<file path="config.mk">
export PLATFORM = sky130hd
export DESIGN_NAME = mono_line_buffer_ctrl
export DESIGN_NICKNAME = d
export VERILOG_FILES = /design/src/rtl/mono_line_buffer_ctrl.sv
export SDC_FILE = /design/constraint.sdc
export NUM_CORES = 1
export LEC_CHECK = 0
export ABC_AREA = 1
export CORE_AREA = 2 2 71 73
export DETAILED_ROUTE_END_ITERATION = 10
export DIE_AREA = 0 0 73 75
export PLACE_DENSITY = 0.83
export SLEW_MARGIN = 30
export SYNTH_ARGS = -nofsm -noshare
export SYNTH_HDL_FRONTEND = slang
export SYNTH_SLANG_ARGS = --single-unit
</file>
<file path="constraint.sdc">
create_clock -name clock -period 3.5 [get_ports clock]
set_clock_uncertainty 0.2 [all_clocks]
set_input_delay 0.875 -clock clock [delete_from_list [all_inputs] [get_ports clock]]
set_output_delay 0.875 -clock clock [all_outputs]
set_load 0.02 [all_outputs]
</file>
<file path="src/rtl/mono_line_buffer_ctrl.sv">
// Ping-pong line buffer controller for monochrome scanout.
// One bank fills by 32-bit words while the other streams out 1 pixel/clk.
module mono_line_buffer_ctrl #(
  parameter int WORDS_PER_LINE = 20
) (
  input  logic        clock,
  input  logic        reset,
  input  logic [31:0] word_data,
  input  logic        word_valid,
  output logic        word_ready,
  input  logic        line_start,
  output logic        pixel,
  output logic        pixel_valid,
  output logic        busy,
  output logic        fill_full,
  output logic        underrun,
  output logic [13:0] ram_addra,
  output logic        ram_ena,
  output logic        ram_wea,
  input  logic        ram_doa,
  output logic [8:0]  ram_addrb,
  output logic [31:0] ram_dib,
  output logic        ram_enb,
  output logic        ram_web
);

  localparam int PIXELS = WORDS_PER_LINE * 32;
  localparam logic [7:0] LAST_WORD =
    8'(WORDS_PER_LINE - 1);
  localparam logic [12:0] LAST_BIT =
    13'(PIXELS - 1);

  typedef enum logic [1:0] {
    IDLE,
    SCAN,
    DRAIN
  } state_t;

  state_t      state;
  state_t      state_nx;
  logic        fill_bank;
  logic        disp_bank;
  logic [7:0]  fill_cnt;
  logic [12:0] bit_cnt;
  logic [12:0] bit_cnt_nx;
  logic        full_q;
  logic        under_q;
  logic        pv_q;
  logic        scan_en;
  logic        accept;
  logic        start;
  logic        swap;

  // The display bank is always the one not being filled.
  assign disp_bank = ~fill_bank;

  assign accept = word_valid & ~full_q;
  assign start  = line_start & (state == IDLE);
  assign swap   = start & full_q;

  assign word_ready = ~full_q;
  assign fill_full  = full_q;
  assign underrun   = under_q;

  assign ram_addrb = {fill_bank, fill_cnt};
  assign ram_dib   = word_data;
  assign ram_enb   = accept;
  assign ram_web   = accept;

  assign ram_addra = {disp_bank, bit_cnt};
  assign ram_ena   = scan_en;
  assign ram_wea   = 1'b0;

  assign pixel       = ram_doa;
  assign pixel_valid = pv_q;
  assign busy        = (state != IDLE);

  // Fill side: word counter, full flag and bank swap.
  always_ff @(posedge clock or posedge reset) begin
    if (reset) begin
      fill_bank <= 1'b0;
      fill_cnt  <= '0;
      full_q    <= 1'b0;
    end else if (swap) begin
      fill_bank <= ~fill_bank;
      fill_cnt  <= '0;
      full_q    <= 1'b0;
    end else if (accept) begin
      fill_cnt <= fill_cnt + 8'd1;
      if (fill_cnt == LAST_WORD) begin
        full_q <= 1'b1;
      end
    end
  end

  // Sticky underrun when a line starts on an incomplete fill bank.
  always_ff @(posedge clock or posedge reset) begin
    if (reset) begin
      under_q <= 1'b0;
    end else if (start && !full_q) begin
      under_q <= 1'b1;
    end
  end

  // Scan state, bit counter and read-latency-matched valid.
  always_ff @(posedge clock or posedge reset) begin
    if (reset) begin
      state   <= IDLE;
      bit_cnt <= '0;
      pv_q    <= 1'b0;
    end else begin
      state   <= state_nx;
      bit_cnt <= bit_cnt_nx;
      pv_q    <= scan_en;
    end
  end

  // Scan next-state and port A enable.
  always_comb begin
    state_nx   = state;
    bit_cnt_nx = bit_cnt;
    scan_en    = 1'b0;
    unique case (state)
      IDLE: begin
        if (start) begin
          state_nx   = SCAN;
          bit_cnt_nx = '0;
        end
      end
      SCAN: begin
        scan_en    = 1'b1;
        bit_cnt_nx = bit_cnt + 13'd1;
        if (bit_cnt == LAST_BIT) begin
          state_nx   = DRAIN;
          bit_cnt_nx = '0;
        end
      end
      DRAIN: begin
        state_nx = IDLE;
      end
      default: begin
        state_nx = IDLE;
      end
    endcase
  end

endmodule

</file>
==> results of run 1 <==
[final cells by class]
class / instances / area [um2]
clock buffers: 4 / 45.0
fillers: 474 / 2630
inverters: 31 / 116
multi-input cells: 158 / 756
flip-flops and latches: 27 / 676
well taps: 54 / 67.6
repair buffers: 38 / 370
[state kept, by name (all words and copies together) (netlist names)]
| register | count |
|---|---|
| pixel_valid | 1 |
| fill_cnt | 8 |
| fill_bank | 1 |
| underrun | 1 |
| fill_full | 1 |
| bit_cnt | 13 |
| state | 2 |
[logic make-up after synthesis]
logic type      Yosys count  synth area share
buf+inv                  71             0.226
xor+xnor                  5            0.0237
flops                    27             0.365
compound gates           12            0.0338
fa+ha+maj                 2            0.0135
simple gates            138             0.336
other cells               1           0.00203
[where the power goes]
| group | switching [mW] | internal (mW) | total (mW) |
|---|---|---|---|
| logic | 0.00800 | 0.00375 | 0.0117 |
| clock network | 0.104 | 0.0818 | 0.186 |
| registers | 0 | 0.312 | 0.312 |
[per-layer routing]
layer  part of all wire  routed length (um)
met1               0.44                1690
met2               0.48                1870
met3              0.070                 271
met4              0.012                  47
met5                  0                   0
[cells in the mapped netlist]
| cell | instances | share of area |
|---|---|---|
| sky130_fd_sc_hd__o21ai_0 | 7 | 0.019 |
| sky130_fd_sc_hd__buf_6 | 1 | 0.0061 |
| sky130_fd_sc_hd__nor2_2 | 2 | 0.0068 |
| sky130_fd_sc_hd__conb_1 | 1 | 0.0020 |
| sky130_fd_sc_hd__nand3b_1 | 1 | 0.0041 |
| sky130_fd_sc_hd__nor3_1 | 4 | 0.011 |
| sky130_fd_sc_hd__nor2_4 | 2 | 0.012 |
| sky130_fd_sc_hd__nor3_2 | 2 | 0.011 |
| sky130_fd_sc_hd__nand2_2 | 3 | 0.010 |
| sky130_fd_sc_hd__nand2_1 | 76 | 0.15 |
| sky130_fd_sc_hd__inv_1 | 27 | 0.055 |
| sky130_fd_sc_hd__nand3_1 | 21 | 0.057 |
| sky130_fd_sc_hd__inv_2 | 3 | 0.0061 |
| sky130_fd_sc_hd__o21bai_1 | 1 | 0.0041 |
| sky130_fd_sc_hd__xor2_1 | 4 | 0.019 |
| sky130_fd_sc_hd__xnor2_1 | 1 | 0.0047 |
| sky130_fd_sc_hd__nor2_1 | 19 | 0.039 |
| sky130_fd_sc_hd__clkinv_1 | 1 | 0.0020 |
| sky130_fd_sc_hd__dfrtp_1 | 27 | 0.37 |
| sky130_fd_sc_hd__nand4_1 | 6 | 0.020 |
| sky130_fd_sc_hd__ha_1 | 2 | 0.014 |
| sky130_fd_sc_hd__buf_2 | 1 | 0.0027 |
| sky130_fd_sc_hd__a21oi_1 | 4 | 0.011 |
| sky130_fd_sc_hd__nand3_2 | 2 | 0.011 |
| sky130_fd_sc_hd__buf_4 | 38 | 0.15 |
[worst max path at each step]
| stage | end | cells past startpoint |
|---|---|---|
| floorplan | ram_web | 3 |
| global placement | ram_enb | 4 |
| detailed placement | ram_web | 4 |
| global route | ram_web | 4 |
| finish | ram_enb | 4 |
| CTS | ram_enb | 4 |
[layout by cell type (no fill, tap or decap), drive strengths merged, types with 2 or more instances in the layout]
cell | Yosys | layout
nand2 | 79 | 79
clkdlybuf4s50 | 0 | 34
inv | 30 | 30
dfrtp | 27 | 27
nand3 | 23 | 23
nor2 | 23 | 23
o21ai | 7 | 7
nand4 | 6 | 6
nor3 | 6 | 6
a21oi | 4 | 4
xor2 | 4 | 4
buf | 40 | 4
clkbuf | 0 | 4
ha | 2 | 2
[worst reg2reg max path, stage by stage, from the launching register on]
cell and delay [ns]:
sky130_fd_sc_hd__dfrtp_1 0.38, sky130_fd_sc_hd__o21ai_0 0.64, sky130_fd_sc_hd__buf_4 0.28, sky130_fd_sc_hd__nand2_1 0.05, sky130_fd_sc_hd__o21ai_0 0.08
==> impl_metrics.py, run 1 <==
metrics = {
    "outcome": {
        "status": "finished, final reports clean",
    },
    "sta": {
        "rsz0062_at_grt": "false",
        "finalSetupTns_ns": 0,
        "setup_viol": 0,
        "timing.hold.ws_ns": 0.298,
        "postLayoutSetupSlackWorst_ns": 0.250,
        "report.final.hold_viol_count": 0,
        "timing_worst_slew_pin_value_ns": 0.789,
        "drv_slew": 0,
        "period_share": 0.929,
        "highest_clock_rate_mhz": 308,
        "period_needed_ns": 3.25,
        "relSlewSlack": 0.468,
    },
    "route": {
        "routed-via-count": 1571,
        "first_iter_violations": 122,
        "routedWlPerCell_um": 12.4,
        "antenna_violating_nets_post_route": 0,
        "dr.pass1.iters": 4,
        "post-route-drc-count": 0,
        "wirelength_um": 3880,
        "viasPerCell": 5.04,
    },
    "global_route": {
        "grt_util_met1": 0.172,
        "grt_first_pass_wirelength_um": 6550,
        "grt.total_usage": 0.151,
        "grtUsageMet2": 0.270,
        "grt-busiest-layer": "met2",
        "met3_usage": 0.0388,
        "via_count_of_the_first_global_routing_pass": 1522,
        "initial_antenna_violation_count": 0,
        "global_route.overflow_total": 0,
        "pin_count_of_the_biggest_net_entering_global_routing": 28,
    },
    "die": {
        "io-pin-count": 102,
        "area_of_the_die_um2": 5480,
        "rows": 25,
        "floorplan.die.width_um": 73,
        "core-area_um2": 4660,
        "floorplan.initialDensity": 0.397,
        "fp.dieH_um": 75,
    },
    "setup_path": {
        "setup.worst_path.start": "word_valid",
        "path_max_fanout": 6,
        "crit_chain": "clkdlybuf4s50_1 -> nand2_2 -> inv_2 -> clkdlybuf4s50_1",
        "rrSetupSlack_ns": 1.78,
        "path_buf_inv": 3,
        "timing.critical_path.slowest_stage_cell": "sky130_fd_sc_hd__clkdlybuf4s50_1",
        "rr_startpoint": "state[0]",
        "most_prevalent_standard_cell_on_the_critical_path": "sky130_fd_sc_hd__clkdlybuf4s50_1",
        "r2r-end": "bit_cnt[4]",
        "worstPathRequired_ns": 2.42,
        "setup.worst_path.class": "in2out",
        "critPathTopFamily": "buffers and inverters",
        "worstSetupStartpointType": "input pin",
        "endpoint_kind": "primary output",
        "critical-path-max-stage-delay_ns": 0.62,
        "reg2regPathDepth": 4,
        "cp_data_arrival_time_ns": 2.18,
    },
    "finish": {
        "layout_nets": 298,
        "layout-drive-gt1-share": 0.0814,
        "fin_util": 0.436,
        "flow.area_growth_from_synthesis_pct": 9.81,
        "antenna_cells": 0,
        "final_cells": 312,
        "finish.instance_area_um2": 2030,
    },
    "placement": {
        "place.gp.congestion": 0.778,
        "dp_hpwl_um": 2820,
        "pre_cts_slack_ns": 0.254,
        "placement.io_buffers": 34,
        "dp_cells": 308,
        "placed_area_um2": 1990,
    },
    "yosys": {
        "synth_nets": 295,
        "syn_inst": 256,
        "yosys_warnings": 0,
        "synth.avg_cell_area_um2": 7.22,
        "synth-seq-area-share": 0.365,
        "synthDistinctLibCells": 25,
        "postSynthRegisterBits": 27,
        "synthesis.area_um2": 1850,
    },
    "clock_network": {
        "clock_sink_count": 27,
        "clk_latency_ns": 0.28,
        "cts_buffers": 3,
        "cts.htree.levels": 1,
        "tritoncts_clock_tree": "yes",
        "cts.repair.resized": 0,
        "cts_post_setup_buffers_inserted": 0,
        "cts.hold.buffers_added": 0,
        "ctsLongestPathBuffers": 2,
        "cts.clk_slew.worst_paths_ns": 0.09,
        "cts.root.buffer_cell": "sky130_fd_sc_hd__clkbuf_8",
    },
    "pwr": {
        "powerDensity_nw_per_um2": 251,
        "total_power_uw": 510,
        "p_leak_nw": 0.986,
        "vdd.ir_drop.worst_mv": 0.144,
    },
    "min_path": {
        "hold_start": "fill_bank",
        "worst_hold_path.num_cells": 1,
        "timing.hold.worst_endpoint": "fill_bank",
        "hold_path_class": "reg2reg",
    },
    "run": {
        "drv_cap": 0,
    },
}
No activity file was read; power rests on OpenSTA's default activity.
==> run 2, diff against run 1 <==
Settings changed: CAP_MARGIN set to 20, CORE_AREA 2 2 71 73 to 2 2 82 84, DIE_AREA 0 0 73 75 to 0 0 84 86, PLACE_DENSITY 0.83 to 0.65.
==> impl_metrics.py, run 2 (synthesized netlist as in run 1, its figures left out) <==
metrics = {
    "outcome": {
        "status": "finished, final reports clean",
    },
    "finish": {
        "layout-drive-gt1-share": 0.0814,
        "regMostFlops": "bit_cnt",
        "fin_util": 0.328,
        "final_cell_mix": "sky130_fd_sc_hd__nand2_1 (76), sky130_fd_sc_hd__clkdlybuf4s50_1 (34), sky130_fd_sc_hd__inv_1 (27), sky130_fd_sc_hd__dfrtp_1 (27), sky130_fd_sc_hd__nand3_1 (21)",
        "antenna_cells": 0,
        "mostFrequentLayoutCell": "sky130_fd_sc_hd__nand2_1",
        "flow.area_growth_from_synthesis_pct": 11.4,
        "largest_register_ff_count": 13,
        "layout_nets": 298,
        "biggestRegsByFlops": "bit_cnt: 13 flops, fill_cnt: 8 flops, state: 2 flops",
    },
    "sta": {
        "highest_clock_rate_mhz": 312,
        "period_share": 0.916,
        "rsz0062_at_grt": "false",
        "finalSetupTns_ns": 0,
        "setup_viol": 0,
        "timing.hold.ws_ns": 0.298,
        "report.final.hold_viol_count": 0,
        "period_needed_ns": 3.21,
        "drv_slew": 0,
    },
    "die": {
        "fp.dieH_um": 86,
        "rows": 29,
        "area_of_the_die_um2": 7220,
        "floorplan.die.width_um": 84,
        "floorplan.initialDensity": 0.295,
        "core-area_um2": 6280,
        "io-pin-count": 102,
    },
    "global_route": {
        "pin_count_of_the_biggest_net_entering_global_routing": 28,
        "grt_first_pass_wirelength_um": 6970,
        "grt.total_usage": 0.118,
        "via_count_of_the_first_global_routing_pass": 1527,
        "initial_antenna_violation_count": 0,
        "global_route.overflow_total": 0,
    },
    "setup_path": {
        "cp_data_arrival_time_ns": 2.13,
        "worstSetupStartpointType": "input pin",
        "most_prevalent_standard_cell_on_the_critical_path": "sky130_fd_sc_hd__clkdlybuf4s50_1",
        "endpoint_kind": "primary output",
        "path_max_fanout": 4,
        "reg2regPathDepth": 7,
        "r2r-end": "bit_cnt[8]",
        "timing.critical_path.slowest_stage_cell": "sky130_fd_sc_hd__clkdlybuf4s50_1",
        "rr_startpoint": "bit_cnt[0]",
        "critical-path-max-stage-delay_ns": 0.60,
        "rrSetupSlack_ns": 1.79,
        "setup.worst_path.class": "in2out",
        "worstPathRequired_ns": 2.42,
        "crit_chain": "clkdlybuf4s50_1 -> nand2_2 -> inv_2 -> clkdlybuf4s50_1",
    },
    "clock_network": {
        "cts.clk_slew.worst_paths_ns": 0.09,
        "clk_latency_ns": 0.27,
        "tritoncts_clock_tree": "yes",
        "cts.hold.buffers_added": 0,
        "ctsLongestPathBuffers": 2,
        "cts.htree.levels": 1,
        "cts_post_setup_buffers_inserted": 0,
        "cts.repair.resized": 0,
        "cts_buffers": 3,
        "cts.root.buffer_cell": "sky130_fd_sc_hd__clkbuf_8",
        "clock_sink_count": 27,
    },
    "pwr": {
        "vdd.ir_drop.worst_mv": 0.158,
        "powerDensity_nw_per_um2": 245,
        "p_leak_nw": 0.986,
    },
    "placement": {
        "place.gp.congestion": 0.827,
        "dp_hpwl_um": 2880,
        "placement.io_buffers": 34,
    },
    "route": {
        "antenna_violating_nets_post_route": 0,
        "viasPerCell": 4.52,
        "first_iter_violations": 64,
        "wirelength_um": 3890,
        "post-route-drc-count": 0,
        "dr.pass1.iters": 4,
        "routed-via-count": 1514,
        "routedWlPerCell_um": 11.6,
    },
    "min_path": {
        "worst_hold_path.num_cells": 1,
        "hold_start": "fill_bank",
        "hold_path_class": "reg2reg",
        "timing.hold.worst_endpoint": "fill_bank",
    },
    "run": {
        "drv_cap": 0,
    },
}
[run 2: cell counts in the layout (fill, tap and decap cells not counted)]
No cell type changed its count.
[run 2: worst max-delay path by stage]
stage / startpoint / endpoint / slack [ns] / cells past startpoint
final: word_valid / ram_enb / 0.29 / 4
after global routing: word_valid / ram_enb / 0.25 / 4
after CTS: word_valid / ram_web / 0.29 / 4
after detailed placement: word_valid / ram_web / 0.29 / 4
after global placement: word_valid / ram_web / 0.29 / 4
after floorplan: word_valid / ram_web / 1.14 / 3
[run 2: per-stage QoR]
step / area (um2) / power [mW] / worst slack [ns] / instances
after global placement: 2010 / 0.330 / 0.294 / 331
after detailed placement: 2010 / 0.330 / 0.292 / 331
final: 2060 / 0.504 / 0.292 / 335
after floorplan: 1850 / 0.379 / 1.14 / 256
after global routing: 2060 / 0.534 / 0.248 / 335
after CTS: 2060 / 0.517 / 0.289 / 335
[run 2: report_power, final]
part           internal (mW)  switching, mW
sequential             0.312              0
clock                 0.0816         0.0992
combinational        0.00375        0.00790
total                  0.397          0.107
[run 2: layer usage]
layer / vias up / global-route usage / share of wire
met5: - / 0 / 0
met4: 0 / 0.0308 / 0.017
met3: 12 / 0.0404 / 0.073
met2: 52 / 0.201 / 0.46
met1: 689 / 0.143 / 0.45
li1: 761 / - / -
[run 2: final cells by class]
class | instances | area, um2
Fill cell | 678 | 4220
Multi-Input combinational cell | 158 | 756
Sequential cell | 27 | 676
Timing Repair Buffer | 38 | 370
Inverter | 31 | 116
Tap cell | 77 | 96.3
Clock buffer | 4 | 45.0
[run 2: worst max-delay path, delay by kind of cell]
kind | cells | cell delay (ns)
AND/OR/NAND/NOR | 1 | 0.09
buffers and inverters | 3 | 1.16
==> run 3, diff against run 2 <==
Settings changed: PLACE_DENSITY 0.65 to 0.67, SKIP_LAST_GASP set to 1.
Clock period 3.5 ns to 2.7 ns, I/O delays scaled along.
==> impl_metrics.py, run 3 (synthesized netlist as in run 1, its figures left out) <==
metrics = {
    "pwr": {
        "powerDensity_nw_per_um2": 320,
        "total_power_uw": 663,
        "power.switching_fraction": 0.227,
        "comb_power_share": 0.022,
        "power_report.internal_total_uw": 513,
        "p_leak_nw": 1.01,
        "clock_power_share": 0.369,
        "switchingPower_uw": 151,
        "seqPwrFrac": 0.609,
        "vdd.ir_drop.worst_mv": 0.175,
    },
    "die": {
        "floorplan.initialDensity": 0.295,
        "core-area_um2": 6280,
        "area_of_the_die_um2": 7220,
        "floorplan.die.width_um": 84,
        "rows": 29,
        "io-pin-count": 102,
        "fp.dieH_um": 86,
    },
    "finish": {
        "flow.area_growth_from_synthesis_pct": 12.1,
        "antenna_cells": 0,
        "fill_cells": 671,
        "biggestRegsByFlops": "bit_cnt: 13 flops, fill_cnt: 8 flops, state: 2 flops",
        "multi_input_comb_area_um2": 756,
        "layout_nets": 300,
        "largest_register_ff_count": 13,
        "fin_util": 0.330,
        "finish.instance_area_um2": 2070,
        "regMostFlops": "bit_cnt",
        "mostFrequentLayoutCell": "sky130_fd_sc_hd__nand2_1",
        "layout-drive-gt1-share": 0.0923,
        "ff_latch_area_um2": 676,
        "final_cell_mix": "sky130_fd_sc_hd__nand2_1 (76), sky130_fd_sc_hd__clkdlybuf4s50_1 (32), sky130_fd_sc_hd__inv_1 (27), sky130_fd_sc_hd__dfrtp_1 (27), sky130_fd_sc_hd__nand3_1 (21)",
    },
    "route": {
        "first_iter_violations": 70,
        "antenna_violating_nets_post_route": 0,
        "dr.pass1.iters": 4,
        "wirelength_um": 3900,
        "routed-via-count": 1541,
        "post-route-drc-count": 0,
        "routedWlPerCell_um": 11.6,
        "viasPerCell": 4.57,
    },
    "setup_path": {
        "setup.worst_path.start": "word_valid",
        "setup.worst_path.class": "in2out",
        "cp_data_arrival_time_ns": 1.63,
        "worstSetupStartpointType": "input pin",
        "timing.critical_path.slowest_stage_cell": "sky130_fd_sc_hd__clkdlybuf4s50_1",
        "crit_chain": "clkdlybuf4s50_1 -> nand2_2 -> inv_2 -> dlygate4sd2_1",
        "worstPathRequired_ns": 1.82,
        "critPathTopFamily": "buffers and inverters",
        "path_buf_inv": 3,
        "critical-path-max-stage-delay_ns": 0.47,
        "rr_startpoint": "bit_cnt[0]",
        "path_max_fanout": 4,
        "endpoint_kind": "primary output",
    },
    "placement": {
        "dp_hpwl_um": 2850,
        "placed_area_um2": 2030,
        "place.gp.congestion": 0.876,
        "placement.io_buffers": 34,
    },
    "sta": {
        "highest_clock_rate_mhz": 399,
        "period_share": 0.928,
        "rsz0062_at_grt": "false",
        "drv_slew": 0,
        "setup_viol": 0,
        "period_needed_ns": 2.51,
        "finalSetupTns_ns": 0,
        "report.final.hold_viol_count": 0,
    },
    "global_route": {
        "pin_count_of_the_biggest_net_entering_global_routing": 28,
        "grt_first_pass_wirelength_um": 6440,
        "initial_antenna_violation_count": 0,
        "via_count_of_the_first_global_routing_pass": 1383,
        "global_route.overflow_total": 0,
        "grt.total_usage": 0.111,
    },
    "outcome": {
        "status": "finished, final reports clean",
    },
    "clock_network": {
        "cts_post_setup_buffers_inserted": 0,
        "cts_buffers": 3,
        "cts.hold.buffers_added": 0,
        "cts.clk_slew.worst_paths_ns": 0.10,
        "cts.htree.levels": 1,
        "clock_sink_count": 27,
        "clk_latency_ns": 0.28,
        "tritoncts_clock_tree": "yes",
        "ctsLongestPathBuffers": 2,
        "cts.root.buffer_cell": "sky130_fd_sc_hd__clkbuf_8",
    },
    "min_path": {
        "hold_start": "underrun",
        "hold_path_class": "reg2reg",
    },
    "run": {
        "drv_cap": 0,
    },
}
==> run 3: worst paths after layout <==
kind | to | slack (ns) | cells past startpoint
worst min register to register | underrun | 0.29 | 1
worst max-delay path | ram_web | 0.19 | 4
max in group asynchronous | fill_cnt[5] | 1.50 | 3
min in group asynchronous | bit_cnt[3] | 0.55 | 3
worst max register to register | bit_cnt[8] | 0.99 | 7
worst min-delay path | underrun | 0.29 | 1
==> run 3: per-stage QoR <==
step,setup WS [ns],instances,hold slack [ns]
after CTS,0.179,337,0.300
after detailed placement,-0.0922,333,0.271
final,0.194,337,0.291
after global routing,0.155,337,0.323
after floorplan,0.741,256,0.264
after global placement,-0.101,333,0.280
==> run 3: worst register-to-register path, stage by stage (launching register included) <==
cell and delay, ns:
sky130_fd_sc_hd__dfrtp_1 0.43, sky130_fd_sc_hd__ha_1 0.29, sky130_fd_sc_hd__nand2_1 0.11, sky130_fd_sc_hd__nor2_1 0.24, sky130_fd_sc_hd__nand2_1 0.10, sky130_fd_sc_hd__xor2_1 0.15
sky130_fd_sc_hd__nand2_1 0.05, sky130_fd_sc_hd__nand2_1 0.04
==> run 3: timing repair <==
action                     4_1_cts  5_1_grt
gates resized for setup          2        0
setup endpoints to repair        2        0
hold endpoints to repair         0        0
==> run 3: area by class of cell <==
cell class,count,area share
clock buffer,3,0.0199
clock inverter,1,0.00241
inverter,31,0.0561
multi-input combinational,158,0.365
sequential,27,0.326
tap,77,0.0465
timing repair buffer,40,0.185
==> run 3: routing by layer <==
layer | GRT usage | routed length [um] | part of all wire | vias up
met5 | 0 | 0 | 0 | -
met4 | 0.0352 | 56 | 0.014 | 0
met3 | 0.0385 | 313 | 0.080 | 9
met2 | 0.182 | 1740 | 0.45 | 47
met1 | 0.137 | 1790 | 0.46 | 720
li1 | - | - | - | 765
==> run 3: power groups by stage <==
stage                     clock, mW  combinational, mW  sequential (mW)
final                         0.245             0.0149            0.404
after global routing          0.275             0.0176            0.404
after CTS                     0.253             0.0162            0.404
after detailed placement          0             0.0162            0.412
after global placement            0             0.0157            0.412
after floorplan                   0             0.0797            0.412
